## src/rtl/game_scoreboard_pkg.sv

```systemverilog
// Shared constants and types for the game scoreboard: WHO codes, FSM states
// and a saturating counter helper.
package game_scoreboard_pkg;

  localparam logic [1:0] WHO_WIN  = 2'b10;
  localparam logic [1:0] WHO_LOSE = 2'b01;
  localparam logic [1:0] WHO_NONE = 2'b00;

  typedef enum logic [1:0] {
    IDLE    = 2'd0,
    PLAYING = 2'd1,
    DONE    = 2'd2
  } state_e;

  function automatic logic [7:0] sat_inc8(input logic [7:0] v);
    return (v == 8'hFF) ? v : v + 8'd1;
  endfunction

endpackage

```

## src/rtl/game_scoreboard_result_fifo.sv

```systemverilog
// History FIFO of game outcomes. A pop frees a slot in the same cycle, so a
// push alongside a pop always lands, even when the FIFO is full.
module result_fifo #(
  parameter int DEPTH = 4,
  parameter int WIDTH = 2
) (
  input  logic             clk,
  input  logic             reset,
  input  logic             push,
  input  logic [WIDTH-1:0] wr_data,
  input  logic             pop,
  output logic [WIDTH-1:0] rd_data,
  output logic             empty,
  output logic             full,
  output logic             overflow
);

  localparam int AW = (DEPTH > 1) ? $clog2(DEPTH) : 1;
  localparam int CW = AW + 1;
  localparam logic [CW-1:0] FULL_CNT = CW'(DEPTH);

  logic [WIDTH-1:0] mem_q [DEPTH];
  logic [AW-1:0]    wr_ptr_q, wr_ptr_d;
  logic [AW-1:0]    rd_ptr_q, rd_ptr_d;
  logic [CW-1:0]    count_q, count_d;
  logic             overflow_q, overflow_d;
  logic             do_push, do_pop;

  always_comb begin
    do_pop     = pop && (count_q != '0);
    do_push    = push && ((count_q != FULL_CNT) || do_pop);
    wr_ptr_d   = wr_ptr_q;
    rd_ptr_d   = rd_ptr_q;
    count_d    = count_q;
    overflow_d = overflow_q | (push & ~do_push);
    if (do_push) wr_ptr_d = wr_ptr_q + AW'(1);
    if (do_pop)  rd_ptr_d = rd_ptr_q + AW'(1);
    case ({do_push, do_pop})
      2'b10:   count_d = count_q + CW'(1);
      2'b01:   count_d = count_q - CW'(1);
      default: count_d = count_q;
    endcase
  end

  always_ff @(posedge clk) begin
    if (reset) begin
      wr_ptr_q   <= '0;
      rd_ptr_q   <= '0;
      count_q    <= '0;
      overflow_q <= 1'b0;
    end else begin
      wr_ptr_q   <= wr_ptr_d;
      rd_ptr_q   <= rd_ptr_d;
      count_q    <= count_d;
      overflow_q <= overflow_d;
    end
  end

  // Storage needs no reset: rd_data is gated by empty.
  always_ff @(posedge clk) begin
    if (do_push) mem_q[wr_ptr_q] <= wr_data;
  end

  assign empty    = (count_q == '0);
  assign full     = (count_q == FULL_CNT);
  assign rd_data  = empty ? '0 : mem_q[rd_ptr_q];
  assign overflow = overflow_q;

endmodule

```

## src/rtl/game_scoreboard.sv

```systemverilog
// Game/match scoreboard: edge-detects GAMEOVER, keeps lifetime and per-match
// counts, runs the IDLE/PLAYING/DONE match FSM and logs outcomes to a FIFO.
module game_scoreboard
  import game_scoreboard_pkg::*;
#(
  parameter int WINS_TO_TAKE = 3,
  parameter int HIST_DEPTH   = 4
) (
  input  logic       clk,
  input  logic       reset,
  input  logic       GAMEOVER,
  input  logic [1:0] WHO,
  input  logic       new_match,
  input  logic       rd_en,
  output logic [7:0] win_total,
  output logic [7:0] lose_total,
  output logic [3:0] match_wins,
  output logic [3:0] match_losses,
  output logic       match_over,
  output logic [1:0] match_result,
  output logic [1:0] rd_data,
  output logic       empty,
  output logic       full,
  output logic       overflow,
  output logic       err_invalid,
  output logic [1:0] dbg_state
);

  localparam logic [3:0] TAKE_CNT = 4'(WINS_TO_TAKE);

  state_e     state_q, state_d;
  logic       go_prev_q, go_prev_d;
  logic [7:0] win_total_q, win_total_d;
  logic [7:0] lose_total_q, lose_total_d;
  logic [3:0] match_wins_q, match_wins_d;
  logic [3:0] match_losses_q, match_losses_d;
  logic       match_over_q, match_over_d;
  logic [1:0] match_result_q, match_result_d;
  logic       err_invalid_q, err_invalid_d;
  logic       game_event, is_win, is_lose, is_bad;

  always_comb begin
    game_event = GAMEOVER & ~go_prev_q;
    is_win     = game_event && (WHO == WHO_WIN);
    is_lose    = game_event && (WHO == WHO_LOSE);
    is_bad     = game_event & ~is_win & ~is_lose;

    go_prev_d      = GAMEOVER;
    win_total_d    = is_win  ? sat_inc8(win_total_q)  : win_total_q;
    lose_total_d   = is_lose ? sat_inc8(lose_total_q) : lose_total_q;
    err_invalid_d  = err_invalid_q | is_bad;

    state_d        = state_q;
    match_wins_d   = match_wins_q;
    match_losses_d = match_losses_q;
    match_result_d = match_result_q;
    match_over_d   = 1'b0;

    // The clear comes first so a same-cycle event opens the fresh match.
    if (new_match) begin
      state_d        = IDLE;
      match_wins_d   = '0;
      match_losses_d = '0;
      match_result_d = WHO_NONE;
    end

    if ((is_win || is_lose) && (state_d != DONE)) begin
      if (is_win) match_wins_d   = match_wins_d + 4'd1;
      else        match_losses_d = match_losses_d + 4'd1;
      if (match_wins_d == TAKE_CNT) begin
        state_d        = DONE;
        match_over_d   = 1'b1;
        match_result_d = WHO_WIN;
      end else if (match_losses_d == TAKE_CNT) begin
        state_d        = DONE;
        match_over_d   = 1'b1;
        match_result_d = WHO_LOSE;
      end else begin
        state_d = PLAYING;
      end
    end
  end

  always_ff @(posedge clk) begin
    if (reset) begin
      state_q        <= IDLE;
      go_prev_q      <= 1'b0;
      win_total_q    <= '0;
      lose_total_q   <= '0;
      match_wins_q   <= '0;
      match_losses_q <= '0;
      match_over_q   <= 1'b0;
      match_result_q <= WHO_NONE;
      err_invalid_q  <= 1'b0;
    end else begin
      state_q        <= state_d;
      go_prev_q      <= go_prev_d;
      win_total_q    <= win_total_d;
      lose_total_q   <= lose_total_d;
      match_wins_q   <= match_wins_d;
      match_losses_q <= match_losses_d;
      match_over_q   <= match_over_d;
      match_result_q <= match_result_d;
      err_invalid_q  <= err_invalid_d;
    end
  end

  // Read side: rd_data shows the head whenever !empty; rd_en pops it on the
  // next rising edge, and rd_en while empty is ignored.
  result_fifo #(
    .DEPTH (HIST_DEPTH),
    .WIDTH (2)
  ) u_result_fifo (
    .clk      (clk),
    .reset    (reset),
    .push     (is_win | is_lose),
    .wr_data  (WHO),
    .pop      (rd_en),
    .rd_data  (rd_data),
    .empty    (empty),
    .full     (full),
    .overflow (overflow)
  );

  assign win_total    = win_total_q;
  assign lose_total   = lose_total_q;
  assign match_wins   = match_wins_q;
  assign match_losses = match_losses_q;
  assign match_over   = match_over_q;
  assign match_result = match_result_q;
  assign err_invalid  = err_invalid_q;
  assign dbg_state    = state_q;

endmodule

```

## config.mk

```make
export PLATFORM = sky130hd
export DESIGN_NAME = game_scoreboard
export DESIGN_NICKNAME = d
export VERILOG_FILES = /design/src/rtl/game_scoreboard_pkg.sv /design/src/rtl/game_scoreboard_result_fifo.sv /design/src/rtl/game_scoreboard.sv
export SDC_FILE = /design/constraint.sdc
export NUM_CORES = 1
export LEC_CHECK = 0
export BUFFER_PORTS_ARGS = -buffer_cell sky130_fd_sc_hd__buf_2
export CORE_UTILIZATION = 28
export DETAILED_ROUTE_END_ITERATION = 12
export HOLD_SLACK_MARGIN = 0.08
export REMOVE_ABC_BUFFERS = 1
export SYNTH_ARGS = -nofsm -noshare
export SYNTH_HDL_FRONTEND = slang
export SYNTH_SLANG_ARGS = --single-unit
```

## constraint.sdc

```tcl
create_clock -name clk -period 2.43 [get_ports clk]
set_input_delay 0.1215 -clock clk [delete_from_list [all_inputs] [get_ports clk]]
set_output_delay 0.1215 -clock clk [all_outputs]
set_load 0.02 [all_outputs]
```

# [Word level (Yosys, flattened, before mapping)]
# Memory sizes are Yosys's and may differ from the RTL's. A register that Yosys moved wholly into a read port is not among the register bits.
# Cells that the tools add are included.
[word_totals] wordCells=84 regBits=39 ramBits=8 in_bits=7 output_inout_bits=35 mem_count=1
[classes] bitwise_logic=14 eq_ne=11 n_reduce_logical=13 addsub=8 mux=24
[memory_table] name="u_result_fifo.mem_q" depth=4 word_bits=2 read_ports=1 rd_clocked_by_memory_dff=1 wr=1 line="game_scoreboard_result_fifo.sv:22" text="logic [WIDTH-1:0] mem_q [DEPTH];"
[ops] cell="$mux 4" n=8
[ops] cell="$mux 2" n=11
[ops] cell="$add 8x1->8 const B" n=2
[ops] cell="$eq 8x8->1 const B" n=2
[ops] cell="$add 4x1->4 const B" n=2
[ops] cell="$eq 4x2->1 const B" n=2
[ops] cell="$not 1->1" n=7
[ops] cell="$pmux 3 s2" n=1
[ops] cell="$logic_and 1x1->1" n=5
[ops] cell="$add 2x1->2 const B" n=2
[ops] cell="$and 1x1->1" n=4
[ops] cell="$eq 2x1->1 const B" n=2
[ops] cell="$eq 2x2->1 const B" n=2
[ops] cell="$mux 1" n=4
[ops] cell="$reduce_and 2->1" n=2
[ops] cell="$add 3x1->3 const B" n=1
[ops] cell="$eq 3x3->1 const B" n=1
[ops] cell="$logic_not 3->1" n=1
[ops] cell="$ne 3x3->1 const B" n=1
[ops] cell="$or 1x1->1" n=3
[ops] cell="$reduce_bool 3->1" n=1
[ops] cell="$sub 3x1->3 const B" n=1
[ops] cell="$logic_or 1x1->1" n=2
[ops] cell="$ne 2x2->1 const B" n=1
[ops] cell="2 further kinds" n=2

# [Longest topological paths before layout]
[logic_depth] depth_word=10 mapped_depth=10 depth_no_buf=10

# [Hierarchy]
# A second synthesis with hierarchy kept.
[unflattened] cells_unflattened=259 area_unflattened_um2=2414.8
[modules_own_cells] mod="game_scoreboard" n_inst=1 area_each_um2=1508.9 cells_each=175 seq_area_each_um2=620.6
[modules_own_cells] mod="result_fifo" n_inst=1 area_each_um2=905.9 cells_each=84 seq_area_each_um2=440.4

# [Least setup slack after synthesis]
# No wires, ideal clock.
[synth_timing] kind="register to register" start="register u_result_fifo.count_q[2]" end="register u_result_fifo.count_q[2]" path_buffers=0 required_time_ps=2359 stages_incl_launch_ff=11 setup_slack_ps=-118 synth_period_minus_slack_ps=2548 arrival_time_ps=2477 setup_ps=71 path_cell_list="dfxtp_1 nor3b_1 nor2b_1 nor3_2 inv_1 ha_1 inv_1 fa_1 xor2_1 or3_1 a21oi_1"
[synth_between] elab_chain_len=6 elab_cells_between_ends=11 classes_between="add/sub (2); eq/ne (3); mux (1); reduce/logical (5)"
[synth_rtl] item="start: declaration" line="game_scoreboard_result_fifo.sv:25" text="logic [CW-1:0] count_q, count_d;"
[synth_rtl] item="start signal: assignment" line="game_scoreboard_result_fifo.sv:54" text="count_q <= count_d;"
[synth_rtl] item="$reduce_bool 3->1" line="game_scoreboard_result_fifo.sv:30" text="do_pop = pop && (count_q != '0);"
[synth_rtl] item="$logic_and 1x1->1" line="game_scoreboard_result_fifo.sv:30"
[synth_rtl] item="$logic_or 1x1->1" line="game_scoreboard_result_fifo.sv:31" text="do_push = push && ((count_q != FULL_CNT) || do_pop);"
[synth_rtl] item="$logic_and 1x1->1" line="game_scoreboard_result_fifo.sv:31"
[synth_rtl] item="$eq 2x1->1 / $eq 2x2->1 (equally long branches)" line="game_scoreboard_result_fifo.sv:38" text="case ({do_push, do_pop})"
[synth_rtl] item="$pmux 3 s2 / $reduce_bool 2->1 (equally long branches)"
# Parallel ways exist; a longest one is shown, timed or not.
# A chain may end at the register's enable or synchronous reset.

# [Final worst setup path]
# Ends and elaborated chain as after synthesis.

==> summary.md <==
| Metric | Value |
|---|---|
| Status | complete, no violations |
| Crit end category | register |
| Reg-to-reg setup timing slack | 0.19 ns |
| DRC | 0 |
| Net count of the finished layout | 298 |
| CTS clk-pin slew, worst paths | 0.09 ns |
| Worst vdd ir | 217 µV |
| Top FF cell, synth | dfxtp_1 |
| Post-synth top cells | 41 x dfxtp_1, 36 x nor2_1, 19 x xnor2_1, 11 x inv_1, 11 x nand3_1 |
| Buffers & Inverters on Critical Path | 2 |
| Post-DR vias/cell | 4.53 |
| Port Buffers | 41 |
| Power Total | 1.76 mW |
| Die Wd | 92.6 µm |
| Critical path required time | 2.67 ns |
| Initial antenna violation count | 0 |
| Period utilization | 92.3% |
| Worst-Margin Slew | 0.537 ns |
| DR top layer | met4 |
| CORE AREA | 7850 µm² |
| Fin. Hold Viols | 0 |
| H-tree lvl count | 2 |
| Max Root-Sink Buffers | 2 |
| Number of enable flip-flop cells after synthesis | 8 |
| Final setup violation count | 0 |
| Post-DR wirelength/cell | 11.9 µm |
| WS Path Type | reg2reg |
| Relative slew slack | 64.0% |
| Ys async rst share | 0% |
| Met2 wire length | 2.08 mm |
| Gpl congestion | 0.793 |
| Clock Sink Count | 49 |
| First-pass GRT wire length | 7.64 mm |
| GRT Total Usage | 11.3% |
| Critical Path Fanout Max | 7 |
| Most frequent cell after synthesis | dfxtp_1 |
| Sum Neg Setup Slack | 0 ns |
| Crit. path cell count | 10 |
| Worst path cell trace | nor3b_1 > nor2b_2 > nor3_2 > inv_1 > ha_1 > inv_1 > fa_1 > xor2_1 > or3_1 > a21oi_1 |
| CP delay by family, top | simple AND/OR/NAND/NOR gates |
| Initial DRC Count | 72 |
| Share of layout cells above drive strength 1 | 22.3% |
| Power Density | 650 nW/µm² |
| Terminus of the critical flop-to-flop path | u_result_fifo.count_q[2]$_SDFFE_PP0P_ |
| Die Area | 8580 µm² |
| Largest net degree at the start of global routing | 23 |
| Starting Density | 29.3% |
| First drt pass iteration count | 4 |
| Critical Path Sink | u_result_fifo.count_q[2]$_SDFFE_PP0P_ |
| CTS tree | done |
| Start point of the critical path | u_result_fifo.count_q[2]$_SDFFE_PP0P_ |
| Reg2reg path depth | 10 |
| Worst skew pair latency | 0.30 ns |
| Area Growth Syn to Fin | 17.9% |
| I/O Pins | 42 |
| Tmin final | 2.24 ns |
| Type of the most critical hold path | in2reg |
| Post-synth top area share | 35.7% |
| Wl on met1 | 2.20 mm |
| Layout Utilization | 34.6% |
| Root Driver | clkbuf_8 |
| Static leakage | 1.06 nW |
| Num rows | 32 |
| Vias in the first global route | 1646 |
| RSZ-0062 raised after global routing | false |
| Flops & latches, synth | 49 |
| Final ANT Viol Nets | 0 |
| Worst path arrival time | 2.48 ns |
| Chip height | 92.6 µm |
| Max-Cap Viols | 0 |
| Worst path most repeated cell | inv_1 |
| Hold Buf Count CTS | 0 |
| Synth unique cells | 40 |
| ANT cells | 0 |
| Largest stage delay on the critical path | 0.37 ns |
| Startpoint types | register |
| Synth Instances | 237 |
| Grt total ovfl | 0 |
| Fmax | 446 MHz |
| Num CTS Buffers | 5 |
| Synth top area cells | dfxtp_1 36%, edfxtp_1 10%, xnor2_1 7.2% |
| Pins Over Slew Limit | 0 |
| Clock Skew | 0.00618 ns |
| Slowest CP cell | dfxtp_1 |
| Post-Route WL | 4.56 mm |
| Warnings from Yosys | 0 |
| DR WL met3 | 203 µm |
| Yosys top cell by area | dfxtp_1 |
| Post-Syn Area | 2300 µm² |
| Via count | 1740 |
| Avg Cell Area, Syn | 9.70 µm² |
| R2R Path Start | u_result_fifo.count_q[2]$_SDFFE_PP0P_ |
| Hpwl dp | 3.43 mm |
| Sequential area share after synthesis | 46.1% |
worst reg2reg max path, cell delays in order (launching register included):
cell	delay [ns]
dfxtp_1	0.37
nor3b_1	0.24
nor2b_2	0.22
nor3_2	0.09
inv_1	0.07
ha_1	0.16
inv_1	0.06
fa_1	0.37
xor2_1	0.15
or3_1	0.31
a21oi_1	0.13
through the flow:
step	worst slack, ns	hold slack (ns)	cell area, µm²	instances
floorplan	-0.117	0.191	2270	231
global route	0.000336	0.103	2710	384
global placement	0.233	0.387	2620	376
finish	0.186	0.101	2710	384
detailed placement	0.153	0.409	2620	376
CTS	0.122	0.0923	2710	384
how the worst min path moves through the flow:
stage	depth (start not counted)	slack [ns]	to	startpoint
floorplan	1	0.19	lose_total[3]$_SDFFE_PP0P_	reset
global placement	2	0.39	go_prev_q$_SDFF_PP0_	GAMEOVER
detailed placement	2	0.41	go_prev_q$_SDFF_PP0_	GAMEOVER
CTS	2	0.09	go_prev_q$_SDFF_PP0_	GAMEOVER
global route	2	0.10	go_prev_q$_SDFF_PP0_	GAMEOVER
finish	2	0.10	go_prev_q$_SDFF_PP0_	GAMEOVER
layout by cell type (no fill, tap or decap), types with 3 or more instances in the layout:
master / n
dfxtp_1: 41
buf_2: 41
nor2_1: 36
xnor2_1: 19
inv_1: 11
nand3_1: 11
nand4_1: 10
xor2_1: 9
ha_1: 9
nor2b_1: 8
edfxtp_1: 8
a21oi_1: 7
nand2_1: 7
and2_1: 6
nor3_1: 5
o21ai_0: 5
mux2i_1: 5
clkbuf_8: 5
nor2b_2: 3
nand2b_1: 3
or3_1: 3
cell families (layout without fill, tap and decap cells):
| logic type | count (synthesis) | count (layout) | share of synthesized area [%] |
|---|---|---|---|
| DFF | 49 | 49 | 46.1 |
| muxes | 7 | 7 | 4.13 |
| and+or+nand+nor | 109 | 109 | 26.0 |
| xor gates and xnor gates | 28 | 28 | 10.7 |
| buffers and inverters | 17 | 62 | 2.88 |
| adders and majority gates | 10 | 10 | 5.77 |
| AOI/OAI and AO/OA | 17 | 17 | 4.46 |
power by group:
part,total [mW],internal [mW],switching (mW)
Sequential,0.915,0.873,0.0418
Clock,0.478,0.206,0.272
Combinational,0.369,0.151,0.218
Total,1.76,1.23,0.532
area by class of cell:
class / instances / area (µm²)
multi-input cells: 171 / 1170
clock buffers: 6 / 72.6
fillers: 838 / 5140
clock inverters: 2 / 13.8
flip-flops and latches: 49 / 1060
inverters: 11 / 41.3
repair buffers: 43 / 220
well taps: 102 / 128
sequential cells by signal, summed over array words and instances, names as in the netlist, 2 cells and up, named ones only:
signal,cells
u_result_fifo.rd_ptr_q,2
dbg_state,2
match_losses,4
match_result,2
u_result_fifo.mem_q,8
u_result_fifo.wr_ptr_q,2
lose_total,8
win_total,8
u_result_fifo.count_q,3
match_wins,4
routing by layer:
metal  GRT usage [%]  vias up
li1                -      896
met2            17.8       34
met3            3.37        7
met5               0        -
met4            4.23        0
met1            14.5      803
timing repair:
item | 4_1_cts | 5_1_grt
gates resized for setup | 0 | 1
hold endpoints to repair | 0 | 0
buffers inserted | 0 | 0
endpoints found under the setup margin | 0 | 1
Power figures use the tool's default switching activity.
